`src/rtl/axil_write.sv`:
```
// ---------------------------------------------------------------------------
// axil_write -- AXI4-Lite single-beat write master.
//
// Takes one write request (address, data, byte strobes) from a local config
// port and runs it over the AW, W and B channels. The slave's BRESP goes back
// to the config side together with a one-cycle done pulse. A response
// watchdog aborts a transaction that hangs in SEND/RESP. When it fires,
// cfg_bresp reads SLVERR (2'b10) and cfg_timeout pulses with cfg_wdone.
//
// Parameters:
//   ADDR_WIDTH      address width
//   DATA_WIDTH      data width, 32 or 64; strobe width is DATA_WIDTH/8
//   TIMEOUT_CYCLES  cycles allowed in SEND+RESP before abort, 0 = no watchdog
//
// Ports:
//   s_axi_aclk, s_axi_areset           clock, async active-high reset
//   s_axi_aw*                          write address channel (master side)
//   s_axi_w*                           write data channel (master side)
//   s_axi_b*                           write response channel (master side)
//   s_axi_cfg_wvalid/waddr/wdata/wstrb request strobe and payload
//   s_axi_cfg_wready                   high while idle (request accepted)
//   s_axi_cfg_wdone/bresp/timeout      completion pulse, response, abort flag
// ---------------------------------------------------------------------------
module axil_write #(
    parameter int ADDR_WIDTH     = 32,
    parameter int DATA_WIDTH     = 32,
    parameter int TIMEOUT_CYCLES = 1024
) (
    input  logic                    s_axi_aclk,
    input  logic                    s_axi_areset,
    output logic [ADDR_WIDTH-1:0]   s_axi_awaddr,
    output logic [2:0]              s_axi_awprot,
    output logic                    s_axi_awvalid,
    input  logic                    s_axi_awready,
    output logic [DATA_WIDTH-1:0]   s_axi_wdata,
    output logic [DATA_WIDTH/8-1:0] s_axi_wstrb,
    output logic                    s_axi_wvalid,
    input  logic                    s_axi_wready,
    input  logic                    s_axi_bvalid,
    input  logic [1:0]              s_axi_bresp,
    output logic                    s_axi_bready,
    input  logic                    s_axi_cfg_wvalid,
    input  logic [ADDR_WIDTH-1:0]   s_axi_cfg_waddr,
    input  logic [DATA_WIDTH-1:0]   s_axi_cfg_wdata,
    input  logic [DATA_WIDTH/8-1:0] s_axi_cfg_wstrb,
    output logic                    s_axi_cfg_wready,
    output logic                    s_axi_cfg_wdone,
    output logic [1:0]              s_axi_cfg_bresp,
    output logic                    s_axi_cfg_timeout
);

    localparam int STRB_W = DATA_WIDTH / 8;
    // Counter must hold TIMEOUT_CYCLES itself (value after the last increment).
    localparam int CNT_W  = (TIMEOUT_CYCLES > 0) ? $clog2(TIMEOUT_CYCLES + 1) : 1;
    localparam logic [CNT_W-1:0] CNT_LAST =
        (TIMEOUT_CYCLES > 0) ? CNT_W'(TIMEOUT_CYCLES - 1) : '0;

    localparam logic [1:0] ST_IDLE = 2'd0;
    localparam logic [1:0] ST_SEND = 2'd1;
    localparam logic [1:0] ST_RESP = 2'd2;

    logic [1:0]            r_state;
    logic [ADDR_WIDTH-1:0] r_awaddr;
    logic [DATA_WIDTH-1:0] r_wdata;
    logic [STRB_W-1:0]     r_wstrb;
    logic                  r_awvalid;
    logic                  r_wvalid;
    logic                  r_bready;
    logic                  r_aw_done;
    logic                  r_w_done;
    logic [CNT_W-1:0]      r_cnt;
    logic                  r_wdone;
    logic                  r_timeout;
    logic [1:0]            r_bresp;

    logic w_busy;
    logic w_accept;
    logic w_aw_hs;
    logic w_w_hs;
    logic w_b_hs;
    logic w_aw_all;
    logic w_w_all;
    logic w_expire;

    assign w_busy   = (r_state == ST_SEND) || (r_state == ST_RESP);
    assign w_accept = s_axi_cfg_wvalid && (r_state == ST_IDLE);
    assign w_aw_hs  = r_awvalid && s_axi_awready;
    assign w_w_hs   = r_wvalid && s_axi_wready;
    assign w_b_hs   = r_bready && s_axi_bvalid;
    // A channel counts as complete if it finished earlier or finishes now.
    assign w_aw_all = r_aw_done || w_aw_hs;
    assign w_w_all  = r_w_done || w_w_hs;
    assign w_expire = (TIMEOUT_CYCLES != 0) && w_busy && (r_cnt == CNT_LAST);

    always_ff @(posedge s_axi_aclk or posedge s_axi_areset) begin
        if (s_axi_areset) begin
            r_state   <= ST_IDLE;
            r_awaddr  <= '0;
            r_wdata   <= '0;
            r_wstrb   <= '0;
            r_awvalid <= 1'b0;
            r_wvalid  <= 1'b0;
            r_bready  <= 1'b0;
            r_aw_done <= 1'b0;
            r_w_done  <= 1'b0;
            r_cnt     <= '0;
            r_wdone   <= 1'b0;
            r_timeout <= 1'b0;
            r_bresp   <= 2'b00;
        end else begin
            r_wdone   <= 1'b0;
            r_timeout <= 1'b0;
            if ((TIMEOUT_CYCLES != 0) && w_busy)
                r_cnt <= r_cnt + 1'b1;

            case (r_state)
                ST_IDLE: begin
                    if (w_accept) begin
                        r_awaddr  <= s_axi_cfg_waddr;
                        r_wdata   <= s_axi_cfg_wdata;
                        r_wstrb   <= s_axi_cfg_wstrb;
                        r_awvalid <= 1'b1;
                        r_wvalid  <= 1'b1;
                        r_aw_done <= 1'b0;
                        r_w_done  <= 1'b0;
                        r_cnt     <= '0;
                        r_state   <= ST_SEND;
                    end
                end
                ST_SEND: begin
                    // No B handshake is possible here (bready low), so expiry
                    // always aborts, even if AW/W complete this same cycle.
                    if (w_expire) begin
                        r_awvalid <= 1'b0;
                        r_wvalid  <= 1'b0;
                        r_bready  <= 1'b0;
                        r_wdone   <= 1'b1;
                        r_timeout <= 1'b1;
                        r_bresp   <= 2'b10;
                        r_state   <= ST_IDLE;
                    end else begin
                        if (w_aw_hs) begin
                            r_awvalid <= 1'b0;
                            r_aw_done <= 1'b1;
                        end
                        if (w_w_hs) begin
                            r_wvalid <= 1'b0;
                            r_w_done <= 1'b1;
                        end
                        if (w_aw_all && w_w_all) begin
                            r_bready <= 1'b1;
                            r_state  <= ST_RESP;
                        end
                    end
                end
                ST_RESP: begin
                    // A response landing on the expiry cycle wins over abort.
                    if (w_b_hs) begin
                        r_bready <= 1'b0;
                        r_bresp  <= s_axi_bresp;
                        r_wdone  <= 1'b1;
                        r_state  <= ST_IDLE;
                    end else if (w_expire) begin
                        r_awvalid <= 1'b0;
                        r_wvalid  <= 1'b0;
                        r_bready  <= 1'b0;
                        r_wdone   <= 1'b1;
                        r_timeout <= 1'b1;
                        r_bresp   <= 2'b10;
                        r_state   <= ST_IDLE;
                    end
                end
                default: r_state <= ST_IDLE;
            endcase
        end
    end

    assign s_axi_awaddr      = r_awaddr;
    assign s_axi_awprot      = 3'b000;
    assign s_axi_awvalid     = r_awvalid;
    assign s_axi_wdata       = r_wdata;
    assign s_axi_wstrb       = r_wstrb;
    assign s_axi_wvalid      = r_wvalid;
    assign s_axi_bready      = r_bready;
    assign s_axi_cfg_wready  = (r_state == ST_IDLE);
    assign s_axi_cfg_wdone   = r_wdone;
    assign s_axi_cfg_bresp   = r_bresp;
    assign s_axi_cfg_timeout = r_timeout;

endmodule

```
`config.mk`:
```
export PLATFORM = sky130hd
export DESIGN_NAME = axil_write
export DESIGN_NICKNAME = d
export VERILOG_FILES = /design/src/rtl/axil_write.sv
export SDC_FILE = /design/constraint.sdc
export NUM_CORES = 1
export LEC_CHECK = 0
export CAP_MARGIN = 20
export CELL_PAD_IN_SITES_DETAIL_PLACEMENT = 0
export CELL_PAD_IN_SITES_GLOBAL_PLACEMENT = 1
export CORE_MARGIN = 2
export CORE_UTILIZATION = 36
export DETAILED_ROUTE_END_ITERATION = 12
export GPL_ROUTABILITY_DRIVEN = 0
export HOLD_SLACK_MARGIN = 0.15
export PLACE_DENSITY = 0.87
export SYNTH_ARGS = -nofsm -noshare
export SYNTH_HDL_FRONTEND = slang
export SYNTH_SLANG_ARGS = --single-unit
```
`constraint.sdc`:
```
create_clock -name s_axi_aclk -period 8.3 [get_ports s_axi_aclk]
set_clock_uncertainty 0.1 [all_clocks]
set_input_delay 1.66 -clock s_axi_aclk [delete_from_list [all_inputs] [get_ports s_axi_aclk]]
set_output_delay 1.66 -clock s_axi_aclk [all_outputs]
set_load 0.05 [all_outputs]
```
[Word-level counts from Yosys, hierarchy flattened]
Cells that the tools add are included.
Operators by class
  add/subtract/negate cells: 1
  equality and inequality tests: 13
  multiplexer cells: 37
  reduce and logical (&&, ||, !) cells: 20
Operators with widths (count)
  $mux 11: 3
  $mux 1: 18
  $mux 2: 7
  $add 11x1->11 const B: 1
  $eq 11x10->1 const B: 1
  $ne 2x2->1 const B: 5
  $pmux 1 s2: 5
  $reduce_and 5->1: 2
  $ne 3x3->1 const B: 3
  $reduce_and 4->1: 2
  $logic_and 1x1->1: 6
  $pmux 1 s3: 2
  $pmux 2 s3: 1
  $reduce_and 3->1: 2
  $pmux 2 s2: 1
  $reduce_bool 2->1: 2
  $logic_or 1x1->1: 3
  $ne 3x2->1 const B: 1
  $reduce_bool 3->1: 1
  $eq 2x1->1 const B: 1
  $eq 2x2->1 const B: 1
  $logic_not 2->1: 1
  $ne 2x1->1 const B: 1
  $reduce_and 2->1: 1
Storage, ports and cells
  bits in registers: 90
  input bits: 76
  output and inout bits: 79
  word-level logic and storage cells: 84

[Logic depth before layout (Yosys ltp)]
Gate-level depths: netlist (run 1).
  depth in word-level cells: 6
  gate-level depth with buffers: 8
  depth with buffers taken out: 6

[Least setup slack after synthesis (run 1)]
No wires, ideal clock.
  path type: input to register
  start point: input s_axi_cfg_wvalid
  end point: register r_awaddr[0], in the netlist s_axi_awaddr[0]
  setup time: 0.125 ns
  arrival: 2.663 ns
  data required time: 8.075 ns
  setup slack: 5.413 ns
  stages on the path: 4
  buffers on the path: 2
  path through: and2_1 -> clkbuf_1 -> clkbuf_1 -> mux2_2
Between the ends
  cells in the longest elaborated chain, start to end: 2
RTL lines
  start, declared: line 42  | input logic s_axi_cfg_wvalid,
  $logic_and 1x1->1: line 86  | assign w_accept = s_axi_cfg_wvalid && (r_state == ST_IDLE);
  $reduce_and 2->1 (no line)
  end signal, assigned: line 119  | r_awaddr <= s_axi_cfg_waddr;
  end, declared: line 63  | logic [ADDR_WIDTH-1:0] r_awaddr;
Every way passes these cells.
A chain may end at the register's enable or synchronous reset.

[Final worst setup path (run 1)]
  start point: register r_state[1]
  end point: output s_axi_cfg_wready
Between the ends
  cells in the longest elaborated chain, start to end: 1
RTL lines
  start, declared: line 62  | logic [1:0] r_state;
  start signal, assigned: line 97  | r_state <= ST_IDLE;
  start signal, assigned: line 127  | r_state <= ST_SEND;
  start signal, assigned: line 140  | r_state <= ST_IDLE;
  $logic_not 2->1: line 185  | assign s_axi_cfg_wready = (r_state == ST_IDLE);
  end, declared: line 46  | output logic s_axi_cfg_wready,
Every way passes these cells.

==> results of run 1 <==
[cells by family after synthesis]
group | after synthesis
flip-flops | 90
XOR/XNOR | 7
multiplexers | 69
AND/OR/NAND/NOR | 52
buffers and inverters | 20
AO/OA/AOI/OAI | 27
adder cells (fa/ha/maj) | 5
other | 1
[flip-flops by register name, summed over array words and instances (netlist names), 2 cells and up]
register         cells
s_axi_wdata         32
r_cnt               11
s_axi_awaddr        32
r_state              2
s_axi_wstrb          4
s_axi_cfg_bresp      2
[power by group]
group	total [mW]	internal [mW]	switching [mW]
Clock	0.293	0.146	0.148
Sequential	0.747	0.637	0.109
Combinational	1.52	0.573	0.943
Total	2.56	1.36	1.20
[cell usage in the layout, fill, tap and decap left out, drive strengths merged, types with 3 or more instances in the layout]
cell / instances
nand4: 4
ha: 5
nand2b: 4
clkdlybuf4s50: 151
clkinvlp: 3
nand2: 9
nand3: 7
a21oi: 9
clkbuf: 11
o21ai: 5
dfrtp: 90
inv: 4
conb: 3
xor2: 5
nor2b: 3
mux2: 68
nor2: 14
[stage by stage]
stage | worst slack (ns) | area, µm² | hold WS (ns) | power [mW] | utilization, %
2_1_floorplan | 4.205 | 3714 | 0.4044 | 1.779 | -
6_report | 4.535 | 5530 | 0.4081 | 2.557 | 54.55
5_1_grt | 4.409 | 5530 | 0.4239 | 2.684 | 54.55
3_3_place_gp | 4.557 | 5336 | 0.3889 | 2.254 | 52.63
4_1_cts | 4.523 | 5530 | 0.4140 | 2.585 | 54.55
3_5_place_dp | 4.494 | 5336 | 0.3942 | 2.283 | 52.63
[Yosys cell counts (all sizes together), types with 2 or more instances]
library cell	number
nand2b	4
o211a	2
inv	5
nor2	14
clkbuf	10
mux2	68
buf	5
nand4	4
ha	5
xor2	5
dfrtp	90
xnor2	2
o21ai	5
or3	2
nor2b	3
a221oi	2
nand3	7
nand2	9
and2	2
a21oi	9
[worst paths after layout]
| check | depth (start not counted) | slack (ns) | to | start |
|---|---|---|---|---|
| hold reg to reg | 1 | 0.41 | s_axi_wdata[0] | s_axi_wdata[0] |
| setup / recovery | 3 | 4.54 | s_axi_cfg_wready | r_state[1] |
| min in group asynchronous | 2 | 1.51 | s_axi_wdata[27] | s_axi_areset |
| max in group asynchronous | 3 | 5.41 | r_cnt[1] | s_axi_areset |
| hold / removal | 1 | 0.41 | s_axi_wdata[0] | s_axi_wdata[0] |
| setup reg to reg | 6 | 5.62 | s_axi_awvalid | r_state[1] |
[cell type report]
cell class | count | area, µm² | share of cell area, %
well taps | 136 | 170.2 | 3.077
inverters | 5 | 20.02 | 0.3620
flip-flops and latches | 90 | 2252 | 40.72
clock inverters | 4 | 52.55 | 0.9502
repair buffers | 152 | 1519 | 27.47
multi-input cells | 163 | 1375 | 24.86
clock buffers | 11 | 141.4 | 2.557
[metal layers]
layer | global-route usage (%) | part of all wire [%]
met5 | 0 | 0
met3 | 5.133 | 6.8
met1 | 18.43 | 42
met4 | 5.333 | 1.1
met2 | 25.21 | 50
[critical path: stages, from the launching register on]
cell and delay [ns]:
dfrtp_1 0.42, inv_1 0.11, ha_1 0.29, clkdlybuf4s50_1 0.84
==> flow_metrics.tcl, run 1 <==
set metrics [dict create \
    tritoncts "done" \
    antenna_found_initial 0 \
    htree_levels 3 \
    p_per_area_nw_per_um2 462.3 \
    hold_viol 0 \
    synth-seq-area-share_pct 60.77 \
    wl_um 8294 \
    grt_pass1_vias 2780 \
    finalSetupViolations 0 \
    cts_hold_buffers 0 \
    initial_core_util_pct 36.55 \
    dr.pass1.iters 4 \
    ys_top_cells_by_area "dfrtp_1, mux2_2, ha_1" \
    ir_worst_vdd_v 0.0002690 \
    synthArstFlopShare_pct 100.0 \
    diodes 0 \
    clk_pin_slew_ns 0.08 \
    drc_errors 0 \
    synthMuxAreaShare_pct 20.93 \
    yosys_warnings 0 \
    clock-sinks 90 \
    leakagePower_nw 2.275 \
    synth-seq-cells 90 \
    setup_tns_ns 0 \
    cts_resized 0 \
    routedWlPerCell_um 14.78 \
    clockBufferDepth 2 \
    yosys.area_share.xor_xnor_pct 1.654 \
    cp-start-kind "flop" \
    dp.cells 546 \
    cts_buffers 9 \
    crit_type "reg -> out" \
    n_fill_cell 871 \
    cap_violations 0 \
    portBuffers 151 \
    synth-main-ff-cell "dfrtp_1" \
    ant_nets 0 \
    drt-vias-per-instance 4.701 \
    synth_top_family_by_area "multiplexers" \
    synthAdderAreaFrac_pct 1.688 \
    dp_hpwl_um 5957 \
    synth-edff-count 0 \
    fp.coreArea_um2 10140 \
    cts-root-buf "clkbuf_8" \
    dieArea_um2 11120 \
    vias 2637 \
    slew_headroom_pct 29.03 \
    grt_pass1_wl_um 13460 \
    synth-compound-area-share_pct 4.895 \
    end_kind "output port" \
    layout-drive-gt1-share_pct 20.24 \
    drtIter0Drc 86 \
    layout_min_cycle_time_ns 3.765 \
    layout.cells.non_filler 561 \
    status "finished clean" \
    rows 37 \
    synth_top_area_cell "dfrtp_1" \
    cp.required_ns 6.54 \
    maxSlewViolCount 0 \
    grt_max_degree 80 \
    syn_area_um2 3706 \
    clock.fmax_mhz 265.6 \
    synth_top_area_share_pct 60.77 \
    hp-class "reg -> reg" \
    syn-instance-count 271 \
    worst_ep_arrival_time_ns 2.00 \
    fin_nets 502 \
    worstPathMaxFanout 6 \
    post-route-period-util_pct 45.36 \
    die_x_um 105.5 \
    cts_setup_buffers 0 \
    clkLatencyLatePin_ns 0.34 \
    gr-total-overflow 0 \
    synthDistinctLibCells 40 \
    worst_pin_slew_ns 1.055 \
    grt_usage_pct 15.19 \
    io_pins 155 \
    synthSimpleGateAreaFrac_pct 7.562 \
    syn2layout_area_growth_pct 49.22 \
    die-height_um 105.5 \
    syn_avg_cell_area_um2 13.68 \
    rsz0062_at_grt "no" \
]
Note: power is estimated with default switching activity, not from simulation.
==> inputs of run 2 (changes only) <==
CORE_UTILIZATION = 30   (was 36)
PLACE_DENSITY = 0.77   (was 0.87)
clock period = 3.1 ns   (was 8.3 ns; I/O delays follow)
==> flow_metrics.tcl, run 2 (synthesis results as in run 1) <==
set metrics [dict create \
    syn2layout_area_growth_pct 54.49 \
    drt-vias-per-instance 4.746 \
    multi_input_area_um2 1375 \
    slowest_delay_ns 0.84 \
    status "finished clean" \
    cts_setup_buffers 0 \
    dr.pass1.iters 4 \
    post-route-util_pct 47.67 \
    cp.required_ns 2.38 \
    dieArea_um2 13260 \
    end_kind "output port" \
    grt_pass1_wl_um 14170 \
    hold_viol 0 \
    dp_hpwl_um 6436 \
    leakagePower_nw 2.371 \
    cts_hold_buffers 0 \
    layout_common_cells "clkdlybuf4s50_1, dfrtp_1, mux2_2" \
    dp.cells 561 \
    clock-sinks 90 \
    htree_levels 3 \
    worst_pin_slew_ns 0.5636 \
    ant_nets 0 \
    regArea_um2 2252 \
    clockBufferDepth 2 \
    grt_usage_pct 13.63 \
    routedWlPerCell_um 15.31 \
    setup_tns_ns 0 \
    ir_worst_vdd_v 0.0007176 \
    tritoncts "done" \
    diodes 0 \
    finalSetupViolations 0 \
    rows 40 \
    antenna_found_initial 0 \
    rsz0062_at_grt "no" \
    layout_min_cycle_time_ns 2.680 \
    vias 2729 \
    maxSlewViolCount 0 \
    initial_core_util_pct 30.85 \
    clk_pin_slew_ns 0.06 \
    slew_headroom_pct 62.17 \
    clock.fmax_mhz 373.1 \
    io_pins 155 \
    cts_buffers 9 \
    p_per_area_nw_per_um2 1267 \
    cts_resized 0 \
    layout-drive-gt1-share_pct 20.79 \
    grt_max_degree 38 \
    cp-start-kind "flop" \
    layout.cells.non_filler 575 \
    worst_ep_arrival_time_ns 1.96 \
    die-height_um 115.1 \
    hp-class "reg -> reg" \
    grt_pass1_vias 2840 \
    fp.coreArea_um2 12010 \
    post-route-period-util_pct 86.45 \
    cts-root-buf "clkbuf_16" \
    cap_violations 0 \
    mostFrequentLayoutCell "clkdlybuf4s50_1" \
    path_cells "inv_1 -> ha_1 -> clkdlybuf4s50_1" \
    worstPathMaxFanout 6 \
    drtIter0Drc 136 \
    holdWs_ns 0.4016 \
    p_total_mw 7.255 \
    wl_um 8805 \
    die_x_um 115.1 \
    gr-total-overflow 0 \
    clkLatencyLatePin_ns 0.33 \
    crit_type "reg -> out" \
    fin_nets 506 \
    drc_errors 0 \
    slowest_stage "clkdlybuf4s50_1" \
    n_fill_cell 1083 \
    portBuffers 151 \
    r2r_setup_slack_ns 0.57 \
]
==> run 2: cell types whose count changed in the layout (fill, tap and decap cells not counted), moves of 3 or more <==
cell,change
buf_12,+3
clkinvlp_4,-3
clkbuf_16,+9
clkbuf_8,-9
==> run 2: path summary, 6_finish.rpt <==
check | to | start | cells past startpoint
worst max-delay path | s_axi_cfg_wready | r_state[1] | 3
worst min-delay path | s_axi_awaddr[25] | s_axi_awaddr[25] | 1
worst max register to register | s_axi_bready | r_state[0] | 6
worst min register to register | s_axi_awaddr[25] | s_axi_awaddr[25] | 1
max in group asynchronous | s_axi_wdata[19] | s_axi_areset | 3
min in group asynchronous | s_axi_wdata[29] | s_axi_areset | 2
==> run 2: stage by stage <==
| stage | instance area (µm²) | worst slack [ns] |
|---|---|---|
| floorplan | 3714 | 0.04474 |
| detailed placement | 5418 | 0.5544 |
| finish | 5725 | 0.4199 |
| global route | 5725 | 0.3450 |
| global placement | 5418 | 0.5749 |
| CTS | 5725 | 0.4010 |
==> run 2: critical path, delay by kind of cell, from the launching register on <==
family	cells	cell delay [ns]
flip-flops	1	0.41
buffers and inverters	2	0.95
adder cells (fa/ha/maj)	1	0.27
==> run 2: metal layers <==
| layer | share of wire (%) | track usage (%) | up-vias |
|---|---|---|---|
| met3 | 6.9 | 4.586 | 15 |
| met2 | 49 | 21.29 | 88 |
| met1 | 42 | 17.32 | 1373 |
| met4 | 2.0 | 5.863 | 0 |
| met5 | 0 | 0 | - |
| li1 | - | - | 1253 |
==> run 2: where the power goes <==
part	leakage [nW]	switching (mW)	internal, mW
clock	0.151	0.423	0.718
combinational	1.14	2.55	1.56
sequential	1.08	0.293	1.71
total	2.37	3.26	3.99
==> run 2: cell type report <==
class | instances | share of cell area (%)
Sequential cell | 90 | 39.34
Timing Repair Buffer | 156 | 27.71
Multi-Input combinational cell | 163 | 24.02
Clock buffer | 11 | 4.240
Tap cell | 147 | 3.212
Clock inverter | 3 | 1.136
Inverter | 5 | 0.3497
==> inputs of run 3 (changes only) <==
MAX_ROUTING_LAYER = met4   (was not set)
TNS_END_PERCENT = 20   (was not set)
==> flow_metrics.tcl, run 3 (synthesis results as in run 1) <==
set metrics [dict create \
    slowest_stage "clkdlybuf4s50_1" \
    grt_max_degree 38 \
    switchingPower_mw 3.266 \
    wl_um 8806 \
    internal-power_mw 3.993 \
    cts_hold_buffers 0 \
    pre_cts_ws_ns 0.5544 \
    die_x_um 115.1 \
    vias 2735 \
    slowest_delay_ns 0.84 \
    io_pins 155 \
    clk_pin_slew_ns 0.06 \
    layout_min_cycle_time_ns 2.677 \
    post-route-period-util_pct 86.34 \
    setup_tns_ns 0 \
    share_seq_of_total_power_pct 27.6 \
    drt-vias-per-instance 4.757 \
    mostFrequentLayoutCell "clkdlybuf4s50_1" \
    clockBufferDepth 2 \
    cap_violations 0 \
    p_comb_share_pct 56.6 \
    finalSetupViolations 0 \
    cp-start-kind "flop" \
    ir_worst_vdd_v 0.0007172 \
    clock-sinks 90 \
    dieArea_um2 13260 \
    tritoncts "done" \
    grt_usage_pct 14.03 \
    rows 40 \
    timing.final.ws_setup_ns 0.4233 \
    cp.required_ns 2.38 \
    htree_levels 3 \
    syn2layout_area_growth_pct 54.49 \
    antenna_found_initial 0 \
    initial_core_util_pct 30.85 \
    diodes 0 \
    cts_buffers 9 \
    clock.fmax_mhz 373.6 \
    drtIter0Drc 145 \
    cts_setup_buffers 0 \
    portBuffers 151 \
    drc_errors 0 \
    status "finished clean" \
    end_kind "output port" \
    grt_pass1_vias 2851 \
    hp-class "reg -> reg" \
    worstPathMaxFanout 6 \
    ant_nets 0 \
    layout_common_cells "clkdlybuf4s50_1, dfrtp_1, mux2_2" \
    worst_ep_arrival_time_ns 1.96 \
    crit_buf_inv 2 \
    hold_viol 0 \
    gr-total-overflow 0 \
    p_sw_share_pct 44.99 \
    p_per_area_nw_per_um2 1268 \
    cts_resized 0 \
    crit_family "buffers and inverters" \
    crit_type "reg -> out" \
    dp_hpwl_um 6436 \
    fp.coreArea_um2 12010 \
    die-height_um 115.1 \
    clockPowerShare_pct 15.7 \
    fin_nets 506 \
    dr.pass1.iters 4 \
    grt_pass1_wl_um 14170 \
    maxSlewViolCount 0 \
    worst_pin_slew_ns 0.5755 \
    slew_headroom_pct 61.37 \
    cts-root-buf "clkbuf_16" \
    rsz0062_at_grt "no" \
    leakagePower_nw 2.371 \
    layout-drive-gt1-share_pct 20.79 \
    path_cells "inv_1 -> ha_1 -> clkdlybuf4s50_1" \
    clkLatencyLatePin_ns 0.33 \
    routedWlPerCell_um 15.31 \
]
-- run 3: power groups by stage --
stage	logic, mW	registers [mW]	clock network [mW]
3_3_place_gp	4.10	2.01	0
3_5_place_dp	4.14	2.03	0
6_report	4.11	2.00	1.14
5_1_grt	4.30	2.08	1.23
2_1_floorplan	1.05	3.72	0
4_1_cts	4.15	2.02	1.18
-- run 3: through the flow --
stage	instances	instance area, µm²	utilization, %	power (mW)	hold WS, ns
3_3_place_gp	561	5418	45.10	6.104	0.3880
4_1_cts	575	5725	47.67	7.342	0.4080
3_5_place_dp	561	5418	45.10	6.161	0.3943
2_1_floorplan	273	3714	-	4.763	0.4044
6_report	575	5725	47.67	7.259	0.4022
5_1_grt	575	5725	47.67	7.610	0.4192
-- run 3: cell type report --
class                           instances  area (µm²)
Clock buffer                           11       242.7
Clock inverter                          3       65.06
Fill cell                            1083        6286
Inverter                                5       20.02
Multi-Input combinational cell        163        1375
Sequential cell                        90        2252
Tap cell                              147       183.9
Timing Repair Buffer                  156        1587
-- run 3: path summary, 6_finish.rpt --
kind                                  start                to  slack [ns]  cells past startpoint
max in group asynchronous      s_axi_areset         r_aw_done        1.64                      3
max reg2reg                      r_state[0]      s_axi_bready        0.56                      6
max                              r_state[1]  s_axi_cfg_wready        0.42                      3
min in group asynchronous      s_axi_areset   s_axi_wdata[29]        0.51                      2
min reg2reg                s_axi_awaddr[25]  s_axi_awaddr[25]        0.40                      1
min                        s_axi_awaddr[25]  s_axi_awaddr[25]        0.40                      1
-- run 3: per-layer routing --
layer	global-route usage, %	wire (µm)	up-vias
met2	21.41	4327	86
met5	-	0	-
li1	-	-	1254
met3	3.690	458	16
met4	5.863	170	0
met1	17.72	3850	1379
-- run 3: worst register-to-register path, cell delays in order (launching register included) --
cell     delay, ns
dfrtp_1       0.40
inv_1         0.08
ha_1          0.50
nand4_4       0.20
or4_1         0.72
a32oi_1       0.23
a21bo_1       0.21
